==> src/rtl/hdmi_tmds_decode.sv <==
// TMDS receive channel decoder: hunts for control-token alignment via bitslip, then decodes 10b->8b.
// Optional lock-loss counter port enabled by defining HDMI_TMDS_DEC_LOCKLOSS_CNT_EN.
module hdmi_tmds_decode #(
   parameter int CTRL_RUN       = 8,
   parameter int SEARCH_TIMEOUT = 1024,
   parameter int BITSLIP_WAIT   = 16
) (
   input  logic       sys_clk,
   input  logic       sys_rst_n,
   input  logic [9:0] sym_in,
   output logic       bitslip,
   output logic       locked,
   output logic [7:0] data_out,
   output logic       de,
   output logic       c0,
   output logic       c1
`ifdef HDMI_TMDS_DEC_LOCKLOSS_CNT_EN
   ,output logic [7:0] lockloss_cnt
`endif
);

   localparam int MAXP = (CTRL_RUN > SEARCH_TIMEOUT) ?
                         ((CTRL_RUN > BITSLIP_WAIT) ? CTRL_RUN : BITSLIP_WAIT) :
                         ((SEARCH_TIMEOUT > BITSLIP_WAIT) ? SEARCH_TIMEOUT : BITSLIP_WAIT);
   localparam int CW = $clog2(MAXP) + 1;

   typedef enum logic [1:0] {
      ST_SEARCH,
      ST_SLIP,
      ST_WAIT,
      ST_LOCKED
   } state_t;

   state_t        state, state_nxt;
   logic [9:0]    s1;
   logic [CW-1:0] run_cnt, run_nxt, run_inc;
   logic [CW-1:0] tmo_cnt, tmo_nxt;
   logic [CW-1:0] wait_cnt, wait_nxt;
   logic          tok;
   logic [1:0]    tok_c;
   logic [7:0]    d, dec;
   logic          timeout;
   logic          out_en;

   always_ff @(posedge sys_clk or negedge sys_rst_n) begin
      if (!sys_rst_n) begin
         s1 <= '0;
      end else begin
         s1 <= sym_in;
      end
   end

   // Control-token detect and 10b->8b data decode of the stage-1 symbol
   always_comb begin
      tok   = 1'b1;
      tok_c = 2'b00;
      case (s1)
         10'h354: tok_c = 2'b00;
         10'h0AB: tok_c = 2'b01;
         10'h154: tok_c = 2'b10;
         10'h2AB: tok_c = 2'b11;
         default: tok = 1'b0;
      endcase
      d      = s1[9] ? ~s1[7:0] : s1[7:0];
      dec    = 8'h00;
      dec[0] = d[0];
      for (int i = 1; i < 8; i++) begin
         dec[i] = s1[8] ? (d[i] ^ d[i-1]) : ~(d[i] ^ d[i-1]);
      end
   end

   assign run_inc = (run_cnt >= CW'(CTRL_RUN)) ? run_cnt : run_cnt + CW'(1);
   assign timeout = !tok && (tmo_cnt == CW'(SEARCH_TIMEOUT - 1));

   // Alignment FSM; SLIP and WAIT hold both counters cleared so s1 is ignored there
   always_comb begin
      state_nxt = state;
      run_nxt   = tok ? run_inc : '0;
      tmo_nxt   = tok ? '0 : tmo_cnt + CW'(1);
      wait_nxt  = '0;
      case (state)
         ST_SEARCH: begin
            if (tok && (run_inc == CW'(CTRL_RUN))) begin
               state_nxt = ST_LOCKED;
            end else if (timeout) begin
               state_nxt = ST_SLIP;
               run_nxt   = '0;
               tmo_nxt   = '0;
            end
         end
         ST_SLIP: begin
            state_nxt = ST_WAIT;
            run_nxt   = '0;
            tmo_nxt   = '0;
         end
         ST_WAIT: begin
            run_nxt  = '0;
            tmo_nxt  = '0;
            wait_nxt = wait_cnt + CW'(1);
            if (wait_cnt == CW'(BITSLIP_WAIT - 1)) begin
               state_nxt = ST_SEARCH;
               wait_nxt  = '0;
            end
         end
         ST_LOCKED: begin
            if (timeout) begin
               state_nxt = ST_SEARCH;
               run_nxt   = '0;
               tmo_nxt   = '0;
            end
         end
         default: state_nxt = ST_SEARCH;
      endcase
   end

   assign out_en = (state_nxt == ST_LOCKED);

   always_ff @(posedge sys_clk or negedge sys_rst_n) begin
      if (!sys_rst_n) begin
         state    <= ST_SEARCH;
         run_cnt  <= '0;
         tmo_cnt  <= '0;
         wait_cnt <= '0;
      end else begin
         state    <= state_nxt;
         run_cnt  <= run_nxt;
         tmo_cnt  <= tmo_nxt;
         wait_cnt <= wait_nxt;
      end
   end

   // Stage 2: outputs follow the next-state lock so lock and gating line up with the symbol edge
   always_ff @(posedge sys_clk or negedge sys_rst_n) begin
      if (!sys_rst_n) begin
         bitslip  <= 1'b0;
         locked   <= 1'b0;
         de       <= 1'b0;
         data_out <= 8'h00;
         c0       <= 1'b0;
         c1       <= 1'b0;
      end else begin
         bitslip <= (state_nxt == ST_SLIP);
         locked  <= out_en;
         if (!out_en) begin
            de       <= 1'b0;
            data_out <= 8'h00;
            c0       <= 1'b0;
            c1       <= 1'b0;
         end else if (tok) begin
            de       <= 1'b0;
            data_out <= 8'h00;
            c0       <= tok_c[0];
            c1       <= tok_c[1];
         end else begin
            de       <= 1'b1;
            data_out <= dec;
         end
      end
   end

`ifdef HDMI_TMDS_DEC_LOCKLOSS_CNT_EN
   always_ff @(posedge sys_clk or negedge sys_rst_n) begin
      if (!sys_rst_n) begin
         lockloss_cnt <= 8'h00;
      end else if ((state == ST_LOCKED) && (state_nxt == ST_SEARCH) && (lockloss_cnt != 8'hFF)) begin
         lockloss_cnt <= lockloss_cnt + 8'h01;
      end
   end
`endif

endmodule

==> config.mk <==
export PLATFORM = sky130hd
export DESIGN_NAME = hdmi_tmds_decode
export DESIGN_NICKNAME = d
export VERILOG_FILES = /design/src/rtl/hdmi_tmds_decode.sv
export SDC_FILE = /design/constraint.sdc
export NUM_CORES = 1
export LEC_CHECK = 0
export ABC_AREA = 1
export ABC_CLOCK_PERIOD_IN_PS = 4700
export BUFFER_PORTS_ARGS = -buffer_cell sky130_fd_sc_hd__buf_2
export CORE_ASPECT_RATIO = 0.9
export CORE_MARGIN = 1.5
export CORE_UTILIZATION = 60
export DETAILED_ROUTE_END_ITERATION = 16
export GPL_TIMING_DRIVEN = 0
export PLACE_DENSITY = 0.8
export REMOVE_ABC_BUFFERS = 1
export SYNTH_ARGS = -nofsm -noshare
export SYNTH_HDL_FRONTEND = slang
export SYNTH_SLANG_ARGS = --single-unit
==> constraint.sdc <==
create_clock -name sys_clk -period 4.7 [get_ports sys_clk]
set_input_delay 0.47 -clock sys_clk [delete_from_list [all_inputs] [get_ports sys_clk]]
set_output_delay 0.47 -clock sys_clk [all_outputs]
set_load 0.01 [all_outputs]
======== Word-level counts from Yosys, hierarchy flattened ========
Cells that the tools add are included.
word-level totals
  register bits after elaboration ......... 58
  logic and storage cells ................. 83
  output and inout bits ................... 13
  input port bits ......................... 12
operators by class
  reductions and logical operators ........ 6
  bitwise operators ....................... 15
  equality and inequality tests ........... 13
  order comparisons ....................... 1
  mux-type cells .......................... 34
  add/sub/neg operators ................... 3
operators by type and width
  cell                     count
  $mux W11                 9
  $pmux W11 S3             2
  $add A11 B1 Y11 const B  3
  $mux W8                  3
  $eq A11 B4 Y1 const B    2
  $eq A10 B10 Y1 const B   2
  $mux W1                  14
  $eq A11 B10 Y1 const B   1
  $ge A11 B4 Y1 const B    1
  $eq A10 B8 Y1 const B    1
  $eq A10 B9 Y1 const B    1
  $mux W2                  4
  $not A8 Y8               1
  $pmux W2 S4              1
  $not A1 Y1               7
  $xor A1 B1 Y1            7
  $eq A2 B2 Y1 const B     3
  $pmux W2 S3              1
  $eq A2 B1 Y1 const B     2
  $reduce_or A4 Y1         1
  $logic_and A1 B1 Y1      2
  $logic_not A2 Y1         1
  $ne A2 B2 Y1 const B     1
  $reduce_or A2 Y1         1
  $logic_not A1 Y1         1

======== Longest topological paths before layout ========
  depth after elaboration ................. 10
  depth in mapped cells ................... 13
  depth with buffers taken out ............ 12

======== Worst setup path before layout ========
Ideal clock, no wire load.
  kind .................................... reg-to-reg
  from .................................... register s1[4]
  to ...................................... register data_out[2]
  arrival ................................. 1.568 ns
  path slack .............................. 3.063 ns
  library setup time ...................... 0.069 ns
  required time ........................... 4.631 ns
  clock period less this slack ............ 1.637 ns
  stages on the path, launching flop included .. 14
  path through ............................ dfrtp_1 -> inv_1 -> ha_1 -> nand3_1 -> nor2_2 -> nor2_4 -> nor2_1 -> nand2_1 -> nor2_1 -> nand4_2 -> nand2_2 -> nand2_2 -> buf_6 -> nor2_2
between the ends
  longest elaborated chain between the ends .. 10
RTL lines
  what                                    RTL line  text
  from (decl)                             35        logic [9:0] s1;
  from (signal assigned)                  49        s1 <= sym_in;
  $eq A10 B10 Y1 (tied with other cells)  57        case (s1)
  $reduce_or A4 Y1 (no line) *            n/a
  $mux W1 *                               57
  $logic_not A1 Y1                        73        assign timeout = !tok && (tmo_cnt == CW'(SEARCH_TIMEOUT - 1));
  $logic_and A1 B1 Y1                     73
  $mux W2                                 85        end else if (timeout) begin
  $mux W2                                 83        if (tok && (run_inc == CW'(CTRL_RUN))) begin
  $pmux W2 S4 *                           81        case (state)
  named net state_nxt[0]                  34        state_t state, state_nxt;
  $eq A2 B2 Y1 *                          116       assign out_en = (state_nxt == ST_LOCKED);
  $mux W8 *                               144       if (!out_en) begin
  to (signal assigned)                    146       data_out <= 8'h00;
  to (signal assigned)                    151       data_out <= 8'h00;
  to (signal assigned)                    156       data_out <= dec;
  to (decl)                               13        output logic [7:0] data_out,
The timed path passes the listed nets; every way through them passes the cells marked *.
A chain may end at the register's enable or synchronous reset.

======== Worst setup path in the final report ========
  from .................................... register s1[0]
  to ...................................... register c1
between the ends
  longest elaborated chain between the ends .. 10
RTL lines
  what                                                      RTL line  text
  $eq A10 B10 Y1 (tied with other cells)                    57
  $reduce_or A4 Y1 (no line) *                              n/a
  $mux W1 *                                                 57
  $logic_not A1 Y1                                          73
  $logic_and A1 B1 Y1                                       73
  $mux W2                                                   85
  $mux W2                                                   83
  $pmux W2 S4 *                                             81
  named net state_nxt[0]                                    34
  $eq A2 B2 Y1 *                                            116
  $ne A2 B2 Y1 (no line) / $mux W1 (equally long branches)  n/a
  to (signal assigned)                                      153       c1 <= tok_c[1];
  to (decl)                                                 16        output logic c1
The timed path passes the listed nets; every way through them passes the cells marked *. The select of a mux whose other input is x is not followed.

==> metrics.txt <==
worst IR drop on VDD 0.221 mV; fin area 0.00308 mm^2; Post-route DRC 0; yosys warns 0; Die ar. 0.00499 mm^2; Cell variety after synth 36; clock slew at reported path FFs 0.06 ns; Comb pwr share 0.117; cell count after synthesis 284; placement-stage cell area 0.00291 mm^2; vias post-DR 1855; Multi-input gate area 0.00111 mm^2; Final Skew 0.00731 ns; DP HPWL 3090 um; commonest cells after routing, fill and taps aside dfrtp_1 (58), nor2_1 (40), inv_1 (34); vias in the first global route 1718; DR WL/cell 11.3 um; clock root buffer clkbuf_8; P_int 0.807 mW; drt pass-1 iters 4; Leakage Power 1.51 nW; sequential area share after synthesis 0.528; crit path capture type register; Setup TNS 0 ns; Post-synth EDFFs 0; Final ANT Viol Nets 0; Chip Width 74.3 um; Layout fillers 355; I/O pin count 25; Finished Layout Cells 380; synthesized flop and latch total 58; commonest non-fill, non-tap cell in the layout dfrtp_1; hold_buf cts 0; Sw Share 0.261; std cell rows 23; Slew @ Worst Pin 1.17 ns; status completed; Final Hold Vio Count 0; CP max FO 12; CTS tree done; Finish-stage setup viols 0; Clock Latency Late Sink 0.34 ns; first-pass GRT wire length 7380 um; I/O Buffers 24; largest net degree at the start of global routing 59; Clock Power Share 0.360; sequential share of power 0.523; Starting Density 0.620; total grt overflow 0; DP Worst Slack 2.68 ns; async set-reset flop share out of synthesis 1.00; Clock Path Buffers 2; Final min period 2.02 ns; Final Max Slew Viols 0; CTS Buf Count 9; drt initial violations 76; Worst Setup Slack, final 2.68 ns; critical path required time 4.91 ns; R2R depth 10; critical path class reg -> reg; PostCTS Resize Cnt 0; flip-flop and latch area 0.00145 mm^2; Total Nets Final 338; dominant synthesized flop cell dfrtp_1; RSZ-0062 raised after global routing no; fraction of layout cells with a size suffix above 1 0.245; max-cap violation count 0; GRT Util Overall 0.202; P per Cell Area 355 mW/mm^2; setup bufs post-CTS 0; initial antenna violation count 0; Via density 4.88; worst path arrival time 2.23 ns; Net Switching 0.285 mW; Routability Congestion 0.826; relative slew slack 0.210; f_max 496 MHz; Tcrit/Tclk final 0.429; Avg Synthesized Cell Area 9.67 um^2; WL final 4310 um; Placed Cells 365; Layout area overhead 12.2%; Die Span Y 67.2 um; Hold WC Path Type in -> async; H-Tree Depth 3; Ant. Diodes 0; Core Area 0.00443 mm^2; CTS Sinks 58; synthesized area 0.00275 mm^2; Critical Path Start Type register
[power by group through the flow]
stage,logic [mW],registers [mW],clock network (mW)
final,0.127,0.572,0.393
after CTS,0.130,0.572,0.402
after global placement,0.125,0.580,0
after global routing,0.147,0.577,0.428
after floorplan,0.102,0.574,0
after detailed placement,0.128,0.581,0
[cells by family (layout without fill, tap and decap cells)]
family | count (synthesis) | after routing | share of synthesized area
and+or+nand+nor | 132 | 132 | 0.249
DFF | 58 | 58 | 0.528
AOI/OAI and AO/OA | 20 | 20 | 0.0451
adders and majority gates | 12 | 12 | 0.0547
xor gates and xnor gates | 17 | 17 | 0.0542
buffers and inverters | 45 | 79 | 0.0683
[worst max-delay path, stage by stage (launching register included)]
cell and delay, ns:
dfrtp_1 0.39, inv_1 0.06, ha_1 0.20, nand3_1 0.09, nor2_2 0.06, nor2_4 0.30, nand3_4 0.13, a21oi_1 0.21
nand2_2 0.08, nand2_2 0.30, nor2_1 0.07
[flip-flops by register name, summed over array words and instances (netlist names)]
name      flops
data_out      8
s1           10
de            1
bitslip       1
tmo_cnt      11
locked        1
run_cnt      11
c0            1
wait_cnt     11
state         2
c1            1
[cell usage after synthesis, types with 7 or more instances]
master   count  area (um^2)
a21oi_1     10         50.1
dfrtp_1     58         1450
ha_1        12          150
inv_1       34          128
nand2_1     32          120
nand2_2      8         50.1
nand3_1     12         60.1
nor2_1      40          150
nor2_2      12         75.1
nor3_1       7         35.0
xnor2_1      9         78.8
xor2_1       8         70.1
[stage by stage]
step	hold slack (ns)	total power, mW	utilization
2_1_floorplan	0.174	0.676	-
3_3_place_gp	0.451	0.705	0.656
3_5_place_dp	0.468	0.710	0.656
4_1_cts	0.222	1.10	0.695
5_1_grt	0.217	1.15	0.695
6_report	0.176	1.09	0.695
[layout make-up]
class / count / share of cell area
Inverter: 40 / 0.0491
Sequential cell: 58 / 0.471
Clock inverter: 3 / 0.00487
Timing Repair Buffer: 24 / 0.0398
Multi-Input combinational cell: 181 / 0.359
Tap cell: 62 / 0.0252
Clock buffer: 12 / 0.0504
[worst paths after layout]
check	from	endpoint	slack (ns)
worst max-delay path	s1[0]$_DFF_PN0_	c1$_DFFE_PN0P_	2.68
worst min-delay path	sys_rst_n	tmo_cnt[0]$_DFF_PN0_	0.18
worst max register to register	s1[0]$_DFF_PN0_	c1$_DFFE_PN0P_	2.68
worst min register to register	wait_cnt[0]$_DFF_PN0_	wait_cnt[0]$_DFF_PN0_	0.47
max in group asynchronous	sys_rst_n	s1[8]$_DFF_PN0_	4.05
min in group sys_clk	sym_in[0]	s1[0]$_DFF_PN0_	0.23
[metal layers]
layer,routed length [um],part of all wire,track usage,up-vias
met5,0,0,0,-
met4,50,0.012,0.0614,0
met3,201,0.047,0.0896,7
met2,2120,0.49,0.340,29
met1,1940,0.45,0.234,872
li1,-,-,-,947
Power figures use the tool's default switching activity.
